===== src/rtl/fpu_pkg.sv =====
// Shared types and constants for the shared-FPU scheduler.
//   status_t      : 2-bit FPU result status
//   sched_state_t : scheduler FSM encoding
//   field helpers : sign/exponent/mantissa extraction for the 32-bit custom float
package fpu_pkg;

  typedef enum logic [1:0] {
    OVERFLOW  = 2'd0,
    UNDERFLOW = 2'd1,
    EXACT     = 2'd2,
    INEXACT   = 2'd3
  } status_t;

  localparam int unsigned SIGN_BIT = 31;
  localparam int unsigned EXP_MSB  = 30;
  localparam int unsigned EXP_LSB  = 21;
  localparam int unsigned MANT_MSB = 20;

  typedef enum logic [1:0] {
    IDLE    = 2'd0,
    WAIT    = 2'd1,
    RESPOND = 2'd2
  } sched_state_t;

  function automatic logic fp_sign(input logic [31:0] w);
    return w[SIGN_BIT];
  endfunction

  function automatic logic [EXP_MSB-EXP_LSB:0] fp_exp(input logic [31:0] w);
    return w[EXP_MSB:EXP_LSB];
  endfunction

  function automatic logic [MANT_MSB:0] fp_mant(input logic [31:0] w);
    return w[MANT_MSB:0];
  endfunction

endpackage


===== src/rtl/rr_arbiter.sv =====
// Combinational round-robin arbiter.
//   req       : request vector
//   rr_ptr    : highest-priority index for this scan
//   grant     : one-hot grant (all zero when no request)
//   grant_idx : index of the granted bit
//   any_req   : at least one request present
module rr_arbiter #(
  parameter int unsigned NREQ  = 4,
  parameter int unsigned IDX_W = $clog2(NREQ)
) (
  input  logic [NREQ-1:0]  req,
  input  logic [IDX_W-1:0] rr_ptr,
  output logic [NREQ-1:0]  grant,
  output logic [IDX_W-1:0] grant_idx,
  output logic             any_req
);

  always_comb begin
    int unsigned w_idx;
    grant     = '0;
    grant_idx = '0;
    any_req   = 1'b0;
    w_idx     = 0;
    // Scan from rr_ptr upward; wrap with a subtract rather than a modulo
    // since rr_ptr + k never reaches 2*NREQ.
    for (int unsigned k = 0; k < NREQ; k++) begin
      w_idx = 32'(rr_ptr) + k;
      if (w_idx >= NREQ) w_idx = w_idx - NREQ;
      if (!any_req && req[w_idx]) begin
        any_req      = 1'b1;
        grant[w_idx] = 1'b1;
        grant_idx    = IDX_W'(w_idx);
      end
    end
  end

endmodule


===== src/rtl/fpu_share_scheduler.sv =====
// Shares one handshake-less FPU among NREQ requesters.
// Grants round-robin, holds operands for FPU_LATENCY cycles, samples the
// FPU result at the end of that window and returns it with valid/ready.
//   clock_100Khz, reset(async, active-low)
//   req_valid/req_op_a/req_op_b/req_ready    : request side
//   resp_valid/resp_ready/resp_data/resp_status : response side
//   fpu_op_a/fpu_op_b -> FPU, fpu_data_in/fpu_status_in <- FPU
//   busy, grant_id : status
module fpu_share_scheduler
  import fpu_pkg::*;
#(
  parameter int unsigned NREQ        = 4,
  parameter int unsigned FPU_LATENCY = 32,
  parameter int unsigned CNT_W       = 6
) (
  input  logic                      clock_100Khz,
  input  logic                      reset,
  input  logic [NREQ-1:0]           req_valid,
  input  logic [NREQ*32-1:0]        req_op_a,
  input  logic [NREQ*32-1:0]        req_op_b,
  output logic [NREQ-1:0]           req_ready,
  output logic [NREQ-1:0]           resp_valid,
  input  logic [NREQ-1:0]           resp_ready,
  output logic [31:0]               resp_data,
  output status_t                   resp_status,
  output logic [31:0]               fpu_op_a,
  output logic [31:0]               fpu_op_b,
  input  logic [31:0]               fpu_data_in,
  input  status_t                   fpu_status_in,
  output logic                      busy,
  output logic [$clog2(NREQ)-1:0]   grant_id
);

  localparam int unsigned IDX_W = $clog2(NREQ);

  sched_state_t     r_state;
  sched_state_t     w_state_nxt;
  logic [CNT_W-1:0] r_counter;
  logic [IDX_W-1:0] r_rr_ptr;
  logic [IDX_W-1:0] r_grant_id;
  logic [31:0]      r_op_a;
  logic [31:0]      r_op_b;
  logic [31:0]      r_resp_data;
  status_t          r_resp_status;

  logic [NREQ-1:0]  w_grant;
  logic [IDX_W-1:0] w_grant_idx;
  logic             w_any;

  rr_arbiter #(
    .NREQ  (NREQ),
    .IDX_W (IDX_W)
  ) u_arb (
    .req       (req_valid),
    .rr_ptr    (r_rr_ptr),
    .grant     (w_grant),
    .grant_idx (w_grant_idx),
    .any_req   (w_any)
  );

  always_comb begin
    w_state_nxt = r_state;
    req_ready   = '0;
    resp_valid  = '0;
    case (r_state)
      IDLE: begin
        if (w_any) begin
          req_ready   = w_grant;
          w_state_nxt = WAIT;
        end
      end
      WAIT: begin
        if (r_counter == '0) w_state_nxt = RESPOND;
      end
      RESPOND: begin
        resp_valid[r_grant_id] = 1'b1;
        if (resp_ready[r_grant_id]) w_state_nxt = IDLE;
      end
      default: w_state_nxt = IDLE;
    endcase
  end

  always_ff @(posedge clock_100Khz or negedge reset) begin
    if (!reset) begin
      r_state       <= IDLE;
      r_counter     <= '0;
      r_rr_ptr      <= '0;
      r_grant_id    <= '0;
      r_op_a        <= '0;
      r_op_b        <= '0;
      r_resp_data   <= '0;
      r_resp_status <= EXACT;
    end else begin
      r_state <= w_state_nxt;
      case (r_state)
        IDLE: begin
          if (w_any) begin
            r_op_a     <= req_op_a[int'(w_grant_idx)*32 +: 32];
            r_op_b     <= req_op_b[int'(w_grant_idx)*32 +: 32];
            r_grant_id <= w_grant_idx;
            r_counter  <= CNT_W'(FPU_LATENCY - 1);
            r_rr_ptr   <= (w_grant_idx == IDX_W'(NREQ - 1)) ? '0 : w_grant_idx + 1'b1;
          end
        end
        WAIT: begin
          if (r_counter == '0) begin
            r_resp_data   <= fpu_data_in;
            r_resp_status <= fpu_status_in;
          end else begin
            r_counter <= r_counter - 1'b1;
          end
        end
        default: ;
      endcase
    end
  end

  assign fpu_op_a    = r_op_a;
  assign fpu_op_b    = r_op_b;
  assign resp_data   = r_resp_data;
  assign resp_status = r_resp_status;
  assign grant_id    = r_grant_id;
  assign busy        = (r_state != IDLE);

endmodule


===== config.mk =====
export PLATFORM = sky130hd
export DESIGN_NAME = fpu_share_scheduler
export DESIGN_NICKNAME = d
export VERILOG_FILES = /design/src/rtl/fpu_pkg.sv /design/src/rtl/rr_arbiter.sv /design/src/rtl/fpu_share_scheduler.sv
export SDC_FILE = /design/constraint.sdc
export NUM_CORES = 1
export LEC_CHECK = 0
export ABC_AREA = 0
export BUFFER_PORTS_ARGS = -buffer_cell sky130_fd_sc_hd__buf_2
export CAP_MARGIN = 20
export CORE_AREA = 2 2 160 162
export DETAILED_ROUTE_END_ITERATION = 6
export DIE_AREA = 0 0 162 164
export GPL_TIMING_DRIVEN = 1
export PLACE_DENSITY = 0.54
export SETUP_SLACK_MARGIN = 0.1
export SYNTH_ARGS = -nofsm -noshare
export SYNTH_HDL_FRONTEND = slang
export SYNTH_SLANG_ARGS = --single-unit

===== constraint.sdc =====
create_clock -name clock_100Khz -period 6.95 [get_ports clock_100Khz]
set_clock_uncertainty 0.1 [all_clocks]
set_input_delay 0 -clock clock_100Khz [delete_from_list [all_inputs] [get_ports clock_100Khz]]
set_output_delay 0 -clock clock_100Khz [all_outputs]
set_load 0.01 [all_outputs]

==> results.sh <==
export IMPL_fin_nets=1457
export IMPL_postLayoutSetupSlackWorst_ns=1.751
export IMPL_nFillCells=2363
export IMPL_routabilityCongestion=0.7502
export IMPL_postPlaceCellArea_um2=8579
export IMPL_root_buffer="clkbuf_16"
export IMPL_final_hold_violation_count=0
export IMPL_multi_input_area_um2=3292
export IMPL_endpoint_kind="flop"
export IMPL_seq_power_share=0.239
export IMPL_synthTopCellsByArea="dfrtp_1 (43%), mux2i_1 (21%), a221oi_1 (7.8%)"
export IMPL_drtIter0Drc=377
export IMPL_htreeDepth=3
export IMPL_slowest_delay_ns=0.71
export IMPL_final_util=0.4492
export IMPL_setup_worst_path_class="reg2reg"
export IMPL_clockPowerShare=0.110
export IMPL_final_area_um2=11150
export IMPL_drt_pass1_iterations=4
export IMPL_slew_viol_final=0
export IMPL_clock_latency_ns=0.35
export IMPL_vias=6904
export IMPL_syn_nets=848
export IMPL_synth_main_ff_cell="dfrtp_1"
export IMPL_yosys_area_top_type="dfrtp_1"
export IMPL_synth_edf_count=0
export IMPL_wl_um=25240
export IMPL_tns_ns=0
export IMPL_slowest_stage="dfrtp_1"
export IMPL_start_util=0.2579
export IMPL_switchingPower_w=0.001904
export IMPL_avgSynthCellArea_um2=11.81
export IMPL_max_cap_viol_count=0
export IMPL_ys_ff_latch=110
export IMPL_numCtsBuffers=9
export IMPL_cts_resized=0
export IMPL_yosysSeqAreaShare=0.4303
export IMPL_worst_pin_slew_ns=0.9353
export IMPL_dp_hpwl_um=16370
export IMPL_grt_first_pass_wirelength_um=38320
export IMPL_yosys_area_top_type_share=0.4262
export IMPL_required_ns=7.14
export IMPL_p_total_w=0.004850
export IMPL_status="finished, final reports clean"
export IMPL_grt_overflow=0
export IMPL_combPwrFrac=0.651
export IMPL_viasPerCell=4.640
export IMPL_finalSetupViolCount=0
export IMPL_swShare=0.3926
export IMPL_die_area_um2=26570
export IMPL_path_delay_family="buffers and inverters"
export IMPL_async_reset_ff_frac=1.000
export IMPL_place_ws_ns=2.710
export IMPL_ir_drop_uv=523.0
export IMPL_hp_class="in2reg"
export IMPL_yosysWarnings=0
export IMPL_yosysMostFrequentCell="mux2i_1"
export IMPL_syn_to_final_growth_pct=74.19
export IMPL_cpMostUsedCell="dlygate4sd3_1"
export IMPL_fp_coreArea_um2=24820
export IMPL_die_h_um=164
export IMPL_drive_gt1_frac=0.4256
export IMPL_synth_cell_type_count=47
export IMPL_worst_path_max_fanout=128
export IMPL_rsz0062_at_grt="no"
export IMPL_worst_ep_arrival_time_ns=5.39
export IMPL_power_density_nw_per_um2=435.0
export IMPL_grt_max_degree=129
export IMPL_antenna_found_initial=6
export IMPL_cts_tree="done"
export IMPL_row_count=58
export IMPL_slew_headroom=0.3765
export IMPL_ant_nets=0
export IMPL_fmax_ghz=0.1923
export IMPL_critical_path_buf_inv_count=4
export IMPL_grt_util_all_layers=0.1830
export IMPL_synth_area_um2=6400
export IMPL_start_kind="flop"
export IMPL_wire_per_inst_um=16.96
export IMPL_grt_pass1_vias=7242
export IMPL_p_leak_nw=5.262
export IMPL_num_io_pins=409
export IMPL_path_clk_slew_ns=0.08
export IMPL_netlist_instances=542
export IMPL_drc=0
export IMPL_worstPathCellList="inv_1, ha_1, mux4_2, nor2b_4, nor2_2, o21ai_4, buf_12, mux2i_1, dlygate4sd3_1, a221oi_1, dlygate4sd3_1"
export IMPL_die_x_um=162
export IMPL_clockBufferDepth=2
export IMPL_io_buffers=408
export IMPL_period_share=0.7481
export IMPL_yosys_top_cells_count="mux2i_1 (133), dfrtp_1 (109), nor2_1 (80)"
export IMPL_p_int_w=0.002946
export IMPL_cts_num_sinks=110
export IMPL_layout_min_cycle_time_ns=5.199
export IMPL_seqCellArea_um2=2754
## sequential cells by signal, summed over array words and instances (netlist names)
signal and cells:
r_counter 6, r_rr_ptr 2, fpu_op_b 32, grant_id 2, fpu_op_a 32, resp_data 32
resp_status 2, r_state 2
## worst paths after layout
kind,startpoint,end,slack (ns),cells after the start
min,req_op_a[94],fpu_op_a[30]$_DFFE_PN0P_,0.03,3
min in group asynchronous,reset,fpu_op_a[28]$_DFFE_PN0P_,0.11,2
min reg2reg,resp_data[4]$_DFFE_PN0P_,resp_data[4]$_DFFE_PN0P_,0.40,1
max,r_rr_ptr[0]$_DFFE_PN0P_,fpu_op_a[6]$_DFFE_PN0P_,1.75,11
max in group asynchronous,reset,resp_status[0]$_DFFE_PN0P_,5.33,3
max reg2reg,r_rr_ptr[0]$_DFFE_PN0P_,fpu_op_a[6]$_DFFE_PN0P_,1.75,11
## placed cells by master, fill, tap and decap left out, types with 2 or more instances in the layout
cell type	instances
nor3_1	5
o21ai_0	3
dfrtp_1	109
xor2_1	3
nand2_1	8
buf_2	407
mux4_2	4
xnor2_1	3
a221oi_2	11
clkbuf_16	9
nor2b_1	3
nor2_1	80
nor3b_1	3
mux2i_1	133
a221oi_1	57
diode_2	2
mux2_2	36
inv_6	2
a21oi_1	2
a22oi_1	4
ha_1	6
inv_1	5
dlygate4sd3_1	227
clkinv_4	2
buf_4	6
## power by group through the flow
| stage | Combinational [W] | Clock (W) | Sequential [W] |
|---|---|---|---|
| after global routing | 0.00341 | 0.000580 | 0.00120 |
| after global placement | 0.00239 | 0 | 0.00117 |
| final | 0.00316 | 0.000532 | 0.00116 |
| after detailed placement | 0.00243 | 0 | 0.00116 |
| after CTS | 0.00312 | 0.000555 | 0.00116 |
| after floorplan | 0.00178 | 0 | 0.00128 |
## logic make-up (layout without fill, tap and decap cells)
| group | Yosys count | in the layout | share of synthesized area |
|---|---|---|---|
| adders and majority gates | 6 | 6 | 0.01173 |
| AOI/OAI and AO/OA | 86 | 86 | 0.1263 |
| xor gates and xnor gates | 6 | 6 | 0.008213 |
| other | 0 | 2 | 0 |
| and+or+nand+nor | 112 | 112 | 0.07664 |
| muxes | 174 | 174 | 0.2890 |
| DFF | 110 | 110 | 0.4303 |
| buffers and inverters | 48 | 662 | 0.05787 |
## area by class of cell
type | instances | area share
flip-flops and latches | 110 | 0.2470
diodes | 2 | 0.0004489
clock inverters | 6 | 0.005612
repair buffers | 641 | 0.3924
well taps | 330 | 0.03704
inverters | 5 | 0.001684
multi-input cells | 384 | 0.2953
clock buffers | 10 | 0.02054
## layer usage
layer / global-route usage / vias up / share of wire
met5: 0 / - / 0.0021
met4: 0.05109 / 8 / 0.016
met3: 0.05126 / 37 / 0.082
met2: 0.3238 / 323 / 0.50
met1: 0.2174 / 3268 / 0.40
li1: - / 3268 / -
## metrics by stage
step                      cells  hold slack [ns]
after CTS                  1486         0.009641
after floorplan             542          -0.3956
final                      1488          0.03421
after global routing       1488          0.02746
after detailed placement   1243        -0.005317
after global placement     1243         0.001575
## tightest hold or removal path, delay by kind of cell
kind	cells	cell delay [ns]
multiplexers	1	0.22
AO/OA/AOI/OAI	1	0.12
buffers and inverters	1	0.11
## repair_timing
| item | in CTS | in global routing |
|---|---|---|
| endpoints found under the hold margin | 146 | 0 |
| hold buffers | 227 | 0 |
| buffers inserted | 0 | 0 |
Power figures use the tool's default switching activity.
